===== src/rtl/ifq_pkg.sv =====
// Shared widths, FSM states and line-entry layout for the instruction fetch queue.
package ifq_pkg;
  localparam int LINE_W         = 128;
  localparam int WORD_W         = 32;
  localparam int WORDS_PER_LINE = 4;
  localparam int LINE_BYTES     = 16;
  localparam int LINE_PC_W      = 28;

  typedef enum logic {FETCH = 1'b0, REDIRECT = 1'b1} ifq_state_e;

  typedef struct packed {
    logic [LINE_W-1:0]    line;
    logic [LINE_PC_W-1:0] line_pc;
  } line_entry_t;

  function automatic logic [WORD_W-1:0] line_word(input logic [LINE_W-1:0] line,
                                                  input logic [1:0] idx);
    return line[idx*WORD_W +: WORD_W];
  endfunction
endpackage


===== src/rtl/ifq_line_fifo.sv =====
// Line buffer for fetched cache lines: DEPTH entries of {line, line_pc}, flushable,
// with asynchronous clear of pointers and occupancy.
module ifq_line_fifo import ifq_pkg::*; #(
  parameter int DEPTH = 4
) (
  input  logic                   clk,
  input  logic                   rst,
  input  logic                   flush,
  input  logic                   wr_en,
  input  line_entry_t            wr_data,
  input  logic                   rd_en,
  output line_entry_t            rd_data,
  output logic [$clog2(DEPTH):0] count,
  output logic                   empty
);
  localparam int AW = $clog2(DEPTH);

  line_entry_t   mem [DEPTH];
  logic [AW-1:0] wr_ptr, rd_ptr;
  logic          do_wr, do_rd, full;

  assign empty   = (count == '0);
  assign full    = (count == ($clog2(DEPTH)+1)'(DEPTH));
  assign do_wr   = wr_en && !flush;
  assign do_rd   = rd_en && !flush && !empty;
  assign rd_data = mem[rd_ptr];

  always_ff @(posedge clk or posedge rst) begin
    if (rst) begin
      wr_ptr <= '0;
      rd_ptr <= '0;
      count  <= '0;
    end else if (flush) begin
      wr_ptr <= '0;
      rd_ptr <= '0;
      count  <= '0;
    end else begin
      if (do_wr) wr_ptr <= wr_ptr + 1'b1;
      if (do_rd) rd_ptr <= rd_ptr + 1'b1;
      case ({do_wr, do_rd})
        2'b10:   count <= count + 1'b1;
        2'b01:   count <= count - 1'b1;
        default: ;
      endcase
    end
  end

  // Storage needs no reset: occupancy alone decides what is valid.
  always_ff @(posedge clk) begin
    if (do_wr) mem[wr_ptr] <= wr_data;
  end

  a_no_overflow: assert property (@(posedge clk) disable iff (rst) !(do_wr && full));
endmodule


===== src/rtl/ifq_ctrl.sv =====
// Instruction fetch queue controller: issues line fetches, buffers returned lines and
// hands out 32-bit instructions. Define IFQ_PERF_CNT_EN to add flush/empty counters.
module ifq_ctrl import ifq_pkg::*; #(
  parameter int          DEPTH     = 4,
  parameter int          CACHE_LAT = 1,
  parameter logic [31:0] RESET_PC  = 32'h0000_0000
) (
  input  logic         clk,
  input  logic         rst,
  output logic [31:0]  icache_pc_out,
  output logic         icache_rd_en,
  output logic         icache_abort,
  input  logic [127:0] icache_dout,
  input  logic         icache_dout_valid,
  input  logic         branch_valid,
  input  logic [31:0]  branch_target,
  input  logic         dq_rd_en,
  output logic [31:0]  dq_instr,
  output logic [31:0]  dq_pc,
  output logic         dq_empty
`ifdef IFQ_PERF_CNT_EN
  ,
  output logic [31:0]  perf_flush_cnt,
  output logic [31:0]  perf_empty_cnt
`endif
);
  localparam int CW = $clog2(DEPTH) + 1;

  ifq_state_e           state_q, state_d;
  logic [LINE_PC_W-1:0] fetch_line, fill_pc;
  logic [1:0]           wp;
  logic                 inflight;
  logic [CW-1:0]        count;
  logic [CW:0]          credit;
  logic                 fifo_empty, fill, consume, pop;
  line_entry_t          wr_entry, head;
  logic                 unused_tgt;

  assign unused_tgt = ^branch_target[1:0];

  always_ff @(posedge clk or posedge rst) begin
    if (rst) state_q <= FETCH;
    else     state_q <= state_d;
  end

  always_comb begin
    state_d      = state_q;
    icache_abort = 1'b0;
    unique case (state_q)
      FETCH:    if (branch_valid) state_d = REDIRECT;
      REDIRECT: begin
        state_d      = FETCH;
        icache_abort = 1'b1;
      end
      default:  state_d = FETCH;
    endcase
  end

  // Credit covers buffered lines plus the one read that may still be on its way back.
  assign credit        = {1'b0, count} + {{CW{1'b0}}, inflight};
  assign icache_rd_en  = !rst && (state_q == FETCH) && !branch_valid &&
                         (credit < (CW+1)'(DEPTH));
  assign icache_pc_out = {fetch_line, 4'h0};

  always_ff @(posedge clk or posedge rst) begin
    if (rst)               fetch_line <= RESET_PC[31:4];
    else if (branch_valid) fetch_line <= branch_target[31:4];
    else if (icache_rd_en) fetch_line <= fetch_line + 1'b1;
  end

  generate
    if (CACHE_LAT == 0) begin : g_lat0
      assign inflight = 1'b0;
      assign fill_pc  = fetch_line;
    end else begin : g_lat1
      logic [LINE_PC_W-1:0] pend_line;
      assign fill_pc = pend_line;
      // A return during a redirect is dropped but still frees its credit.
      always_ff @(posedge clk or posedge rst) begin
        if (rst) begin
          inflight  <= 1'b0;
          pend_line <= '0;
        end else if (icache_rd_en) begin
          inflight  <= 1'b1;
          pend_line <= fetch_line;
        end else if (icache_dout_valid || state_q == REDIRECT) begin
          inflight  <= 1'b0;
        end
      end
    end
  endgenerate

  assign fill             = icache_dout_valid && (state_q == FETCH) && !branch_valid;
  assign wr_entry.line    = icache_dout;
  assign wr_entry.line_pc = fill_pc;

  assign consume = dq_rd_en && !fifo_empty && !branch_valid;
  assign pop     = consume && (wp == 2'd3);

  ifq_line_fifo #(.DEPTH(DEPTH)) u_fifo (
    .clk     (clk),
    .rst     (rst),
    .flush   (branch_valid),
    .wr_en   (fill),
    .wr_data (wr_entry),
    .rd_en   (pop),
    .rd_data (head),
    .count   (count),
    .empty   (fifo_empty)
  );

  // The redirect word offset only affects the first line; wrapping 3->0 handles the rest.
  always_ff @(posedge clk or posedge rst) begin
    if (rst)               wp <= 2'd0;
    else if (branch_valid) wp <= branch_target[3:2];
    else if (consume)      wp <= wp + 2'd1;
  end

  assign dq_empty = fifo_empty;
  assign dq_instr = fifo_empty ? 32'h0 : line_word(head.line, wp);
  assign dq_pc    = fifo_empty ? 32'h0 : {head.line_pc, wp, 2'b00};

`ifdef IFQ_PERF_CNT_EN
  always_ff @(posedge clk or posedge rst) begin
    if (rst) begin
      perf_flush_cnt <= '0;
      perf_empty_cnt <= '0;
    end else begin
      if (branch_valid && perf_flush_cnt != 32'hFFFF_FFFF) perf_flush_cnt <= perf_flush_cnt + 1'b1;
      if (dq_empty && perf_empty_cnt != 32'hFFFF_FFFF)     perf_empty_cnt <= perf_empty_cnt + 1'b1;
    end
  end
`endif
endmodule


===== config.mk =====
export PLATFORM = sky130hd
export DESIGN_NAME = ifq_ctrl
export DESIGN_NICKNAME = d
export VERILOG_FILES = /design/src/rtl/ifq_pkg.sv /design/src/rtl/ifq_line_fifo.sv /design/src/rtl/ifq_ctrl.sv
export SDC_FILE = /design/constraint.sdc
export NUM_CORES = 1
export LEC_CHECK = 0
export BUFFER_PORTS_ARGS = -buffer_cell sky130_fd_sc_hd__clkbuf_2
export CORE_ASPECT_RATIO = 1.75
export CORE_MARGIN = 1.5
export CORE_UTILIZATION = 50
export CTS_CLUSTER_SIZE = 14
export DETAILED_ROUTE_END_ITERATION = 8
export GPL_TIMING_DRIVEN = 0
export PLACE_DENSITY = 0.69
export SLEW_MARGIN = 20
export SYNTH_ARGS = -nofsm -noshare
export SYNTH_HDL_FRONTEND = slang
export SYNTH_SLANG_ARGS = --single-unit
export TNS_END_PERCENT = 50

===== constraint.sdc =====
create_clock -name clk -period 12.3 [get_ports clk]
set_clock_uncertainty 0.15 [all_clocks]
set_input_delay 2.46 -clock clk [delete_from_list [all_inputs] [get_ports clk]]
set_output_delay 2.46 -clock clk [all_outputs]
set_load 0.02 [all_outputs]

Word level (Yosys, flattened, before mapping)

Memories as Yosys holds them, arrays and structs flattened.
Index checks and enable logic that the tools add are counted.

Flip-flop bits (word level): 67
Latch bits: 0
Bits in writable memories: 624
Memory bits (read-only): 0
Bits of input ports: 165
Output and inout port bits: 99
Word-level logic and storage cells: 63
Memories kept: 1

Add/subtract/negate cells: 7
Multipliers: 0
Div/mod/pow operators: 0
Magnitude comparators: 1
Equal/unequal tests: 3
Shift-type cells: 1
Multiplexer cells: 19
Bitwise operators: 1
Reductions and logical operators: 22

Memories:

| name       | words | bits a word | read ports | clocked after Yosys merged registers in | wr ports | RTL line            | text |
|---|---|---|---|---|---|---|---|
| u_fifo.mem | 4     | 156         | 1          | 0                                       | 1        | ifq_line_fifo.sv:18 | `line_entry_t mem [DEPTH];` |

Operator list:

| cell                                                | count |
|---|---|
| variable part select 128 x 8 -> 32 bit              | 1 |
| two-way mux 32 bit                                  | 2 |
| two-way mux 28 bit                                  | 2 |
| adder 28 x 1 -> 28 bit (second input constant)      | 1 |
| two-way mux 2 bit                                   | 6 |
| logical AND 1 bit                                   | 11 |
| nonzero test 2 bit                                  | 5 |
| adder 2 x 1 -> 2 bit (second input constant)        | 3 |
| two-way mux 1 bit                                   | 6 |
| case mux 3 bit (2 select lines)                     | 1 |
| adder 3 x 1 -> 4 bit                                | 1 |
| == test 2 bit (second input constant)               | 2 |
| < comparator 4 x 3 -> 1 bit (second input constant) | 1 |
| adder 3 x 1 -> 3 bit (second input constant)        | 1 |
| logical NOT 1 bit                                   | 3 |
| logical NOT 3 bit                                   | 1 |
| two-way mux 3 bit                                   | 1 |
| nonzero test 3 bit                                  | 1 |
| subtractor 3 x 1 -> 3 bit (second input constant)   | 1 |
| == test 2 x 1 -> 1 bit (second input constant)      | 1 |
| case mux 1 bit (2 select lines)                     | 1 |
| logical OR 1 bit                                    | 1 |
| NOT 1 bit                                           | 1 |

Longest topological paths before layout

Word-level depth: 10
Depth in mapped cells: 8
Mapped depth without buffers: 7

By module

Synthesis repeated with hierarchy kept, for this count alone.

Cell total of the unflattened synthesis: 1320
Area, all modules: 27152.3 µm²

By module, submodules not included:

| module        | times used | cells an instance | area an instance (µm²) | sequential area each (µm²) |
|---|---|---|---|---|
| ifq_line_fifo | 1          | 869               | 23015.8                | 18913.1 |
| ifq_ctrl      | 1          | 451               | 4136.5                 | 1501.4 |

Worst setup path before layout

OpenSTA, ideal clock, no wires.

Path kind: input to register
From: input icache_dout_valid
To: memory u_fifo.mem[0][0] (netlist name) (enable)
Library setup time: 536 ps
Data arrival time: 6556 ps
Required time: 11614 ps
Slack: 5058 ps
Stages: 3
Buffers on the path: 1
Cell sequence: nor2b_1 -> clkbuf_1 -> and3_1

Longest elaborated chain between the ends: 5

RTL lines:

| what                                    | RTL line            | text |
|---|---|---|
| start, declared                         | ifq_ctrl.sv:14      | `input logic icache_dout_valid,` |
| logical AND 1 bit (2 in series)         | ifq_ctrl.sv:93      | `assign fill = icache_dout_valid && (state_q == FETCH) && !branch_valid;` |
| logical AND 1 bit                       | ifq_line_fifo.sv:24 | `assign do_wr = wr_en && !flush;` |
| two-way mux 1 bit                       | ifq_line_fifo.sv:50 | `if (do_wr) mem[wr_ptr] <= wr_data;` |
| two-way mux 1 bit (not written as such) | ifq_line_fifo.sv:50 |  |
| end, declared                           | ifq_line_fifo.sv:18 |  |

No other way between the ends.

Final worst setup path

From: input branch_valid
To: output icache_rd_en

Longest elaborated chain between the ends: 3

RTL lines:

| what                            | RTL line       | text |
|---|---|---|
| start, declared                 | ifq_ctrl.sv:15 | `input logic branch_valid,` |
| logical NOT 1 bit               | ifq_ctrl.sv:61 | `assign icache_rd_en = !rst && (state_q == FETCH) && !branch_valid &&` |
| logical AND 1 bit (2 in series) | ifq_ctrl.sv:61 |  |
| end, declared                   | ifq_ctrl.sv:11 | `output logic icache_rd_en,` |

No other way between the ends.

==> parameters.txt <==
Parameter                              Value

Worst setup path
  Reg2Reg Depth    5
  Worst endpoint required time    9.69 ns
  Critical Setup Path Class    in -> out
  Kind of end point of the critical path    primary output
  Startpoint Class    input pin
  Critical path fanouts, max    10
  Critical path arrival    4.11 ns
  Worst reg-to-reg setup slack    9.36 ns
  Worst setup endpoint    icache_rd_en
  Setup crit start    branch_valid
  RR Startpoint    state_q
  Endpoint of the worst register-to-register path    u_fifo.mem[0][61]

Worst hold path
  Type of the tightest min-delay check    reg -> reg

Synthesis
  Sequential cell area fraction in the yosys report    75.5%
  Post-Syn Area per Cell    19.7 um2
  Post-synth ARST share    9.70%
  Yosys cell types    55
  Leading area contributor after synthesis    edfxtp_1
  Leading cell types by total area after synthesis    edfxtp_1, mux4_2, dfrtp_1, mux2i_1, nand2_1
  Primary FF master, synth    edfxtp_1
  Post-Synthesis Cells    1,375
  Cell area after technology mapping    0.0270 mm2
  Number of storage elements in the synthesis netlist    691
  Number of warnings issued by yosys    0
  Number of enable-type register cells in the synthesized netlist    624
  Share of Yosys cell area claimed by the top area cell type    69.3%

Timing
  Highest attainable clock frequency    149 MHz
  Final setup TNS    0 ns
  Final critical delay including setup and external delays    6.72 ns
  Period utilization    54.6%
  Post-route worst setup slack    5.58 ns
  Slew at the pin closest to its max-slew limit    1.11 ns
  # setup viols final    0
  Unrepaired setup endpoints after global routing    false
  Number of failing hold endpoints at the final stage    0
  Max-slew violation total from the final report    0
  Max transition margin    25.7%

Route
  Total detailed-routing wirelength    63.2 mm
  DRT antenna net count    0
  Total via count after detailed routing    14,200
  First-iteration detailed-routing DRC count    1,146
  Iteration count of the initial detailed-routing pass    5
  Post-DR wirelength/cell    25.9 um
  Routed vias/inst    5.84
  Remaining routing DRC violations    0

Clock tree
  Clock slew at reported path FFs    0.06 ns
  Number of buffers added by the clock tree synthesis step    60
  Number of cells upsized or downsized after cts    0
  Longest Clk Path Bufs    3
  Setup Buffers After CTS    0
  CTS tree    built
  Sinks on Clock Net    691
  Maximum level of the CTS H-tree    2
  Hold Buf Count CTS    0
  Clock latency at the later pin of the worst-skew pair    0.60 ns
  Clock Tree Root    clkbuf_16

Run status
  Run status    finished clean

Layout
  Area growth syn-to-layout    16.3%
  Fin nets    1,885
  Fraction of final layout cells sized beyond drive strength 1    31.3%

Die
  Row count    112
  Die Outline Area    0.0555 mm2
  Die boundary width    179 um
  Initial cell density of the core    50.6%
  Chip Height    311 um
  I/O pins    264
  Area inside the core boundary    0.0534 mm2

Global route
  Total congestion overflow    0
  Largest net degree at the start of global routing    47
  First-pass GRT wire length    94.2 mm
  Number of global-route vias before repair    15,200
  Global router's overall resource usage    23.1%
  Number of antenna violations at the first check in global routing    6

Pwr
  Leak    10.8 nW
  Peak supply drop    0.128 mV
  Cell area power density    158 mW/mm2

Placement
  Gpl congestion    0.906
  IO buf count    255
  Pre-CTS WS    5.56 ns
  Half-perimeter wire length after placement    42.8 mm

Flow run
  Max-capacitance violation count    0
==> placed cells by master, fill, tap and decap left out, types with 10 or more instances in the layout <==
master     count
edfxtp_1     624
clkbuf_2     255
mux4_2       147
nand2_1      103
dfrtp_1       67
mux2i_1       66
clkbuf_16     62
clkbuf_1      52
and2_1        31
buf_2         28
nand3_1       28
a22oi_1       24
o22ai_1       23
o21ai_0       22
nor3_1        16
o211ai_1      16
inv_1         13
nor2_1        12
buf_12        10
==> power breakdown <==
part | total, mW | switching [mW] | internal [mW]
Clock | 1.83 | 0.800 | 1.03
Combinational | 0.432 | 0.272 | 0.161
Sequential | 2.71 | 0.0572 | 2.66
Total | 4.97 | 1.13 | 3.84
==> kinds of logic (layout without fill, tap and decap cells) <==
kind of cell / after synthesis / after routing / share of synthesized area, %
buffers and inverters: 96 / 466 / 1.57
DFF: 691 / 691 / 75.5
adders and majority gates: 7 / 7 / 0.352
other: 1 / 8 / 0.0139
muxes: 216 / 216 / 14.8
xor gates and xnor gates: 6 / 6 / 0.194
AOI/OAI and AO/OA: 119 / 119 / 3.10
and+or+nand+nor: 239 / 239 / 4.46
==> worst max-delay path, cell delays in order <==
cell	delay (ns)
clkbuf_2	0.13
nor4_4	0.35
nand2_2	0.17
clkinv_1	0.22
clkbuf_1	0.50
clkbuf_2	0.28
==> state kept, by name (all words and copies together) (netlist names) <==
signal         cells
u_fifo.wr_ptr      2
wp                 2
u_fifo.rd_ptr      2
u_fifo.count       3
fill_pc           28
u_fifo.mem       624
fetch_line        28
inflight           1
state_q            1
==> routing by layer <==
metal	track usage [%]	vias to the layer above	wire length, um
met2	41.6	501	34300
met3	4.72	119	4020
met5	0	-	56
met4	7.75	8	1930
met1	27.2	7314	22900
li1	-	6279	-
==> final cells by class <==
class	instances	area (um2)
well taps	684	856
clock buffers	81	1670
multi-input cells	593	6240
inverters	16	62.6
clock inverters	18	191
diodes	2	5.00
fillers	3991	21900
repair buffers	271	1640
flip-flops and latches	691	20400
plain buffers	80	365
==> per-stage QoR <==
| stage | power, mW | instances | area, um2 | utilization [%] | hold slack, ns |
|---|---|---|---|---|---|
| 2_1_floorplan | 3.01 | 1380 | 27100 | - | 0.326 |
| 3_3_place_gp | 3.19 | 2319 | 29200 | 54.7 | 0.335 |
| 3_5_place_dp | 3.20 | 2335 | 29600 | 55.4 | 0.353 |
| 4_1_cts | 5.01 | 2434 | 31400 | 58.9 | 0.367 |
| 5_1_grt | 5.13 | 2436 | 31400 | 58.9 | 0.383 |
| 6_report | 4.97 | 2436 | 31400 | 58.9 | 0.359 |
==> how the worst min path moves through the flow <==
stage | startpoint | end | slack [ns] | depth (start not counted)
after floorplan | fill_pc[0] | u_fifo.mem[0][0] | 0.33 | 0
after global placement | fill_pc[10] | u_fifo.mem[0][10] | 0.33 | 0
after detailed placement | fill_pc[11] | u_fifo.mem[1][11] | 0.35 | 0
after CTS | fill_pc[11] | u_fifo.mem[3][11] | 0.37 | 0
after global routing | fill_pc[16] | u_fifo.mem[2][16] | 0.38 | 0
final | fill_pc[16] | u_fifo.mem[1][16] | 0.36 | 0
==> synth_stat cells (6+ instances only) <==
library cell,count
and3_1,9
nand4_1,7
buf_1,6
mux2i_1,66
or4_1,8
clkbuf_1,38
inv_1,14
o21ai_0,22
ha_1,6
a21oi_1,6
nor3_1,16
edfxtp_1,624
buf_2,28
nor2_1,12
o22ai_1,23
and2_1,31
o211ai_1,16
buf_4,8
a22oi_1,24
nand2_1,103
a221o_1,7
mux4_2,147
nand3_1,28
dfrtp_1,67
Note: power is estimated with default switching activity, not from simulation.
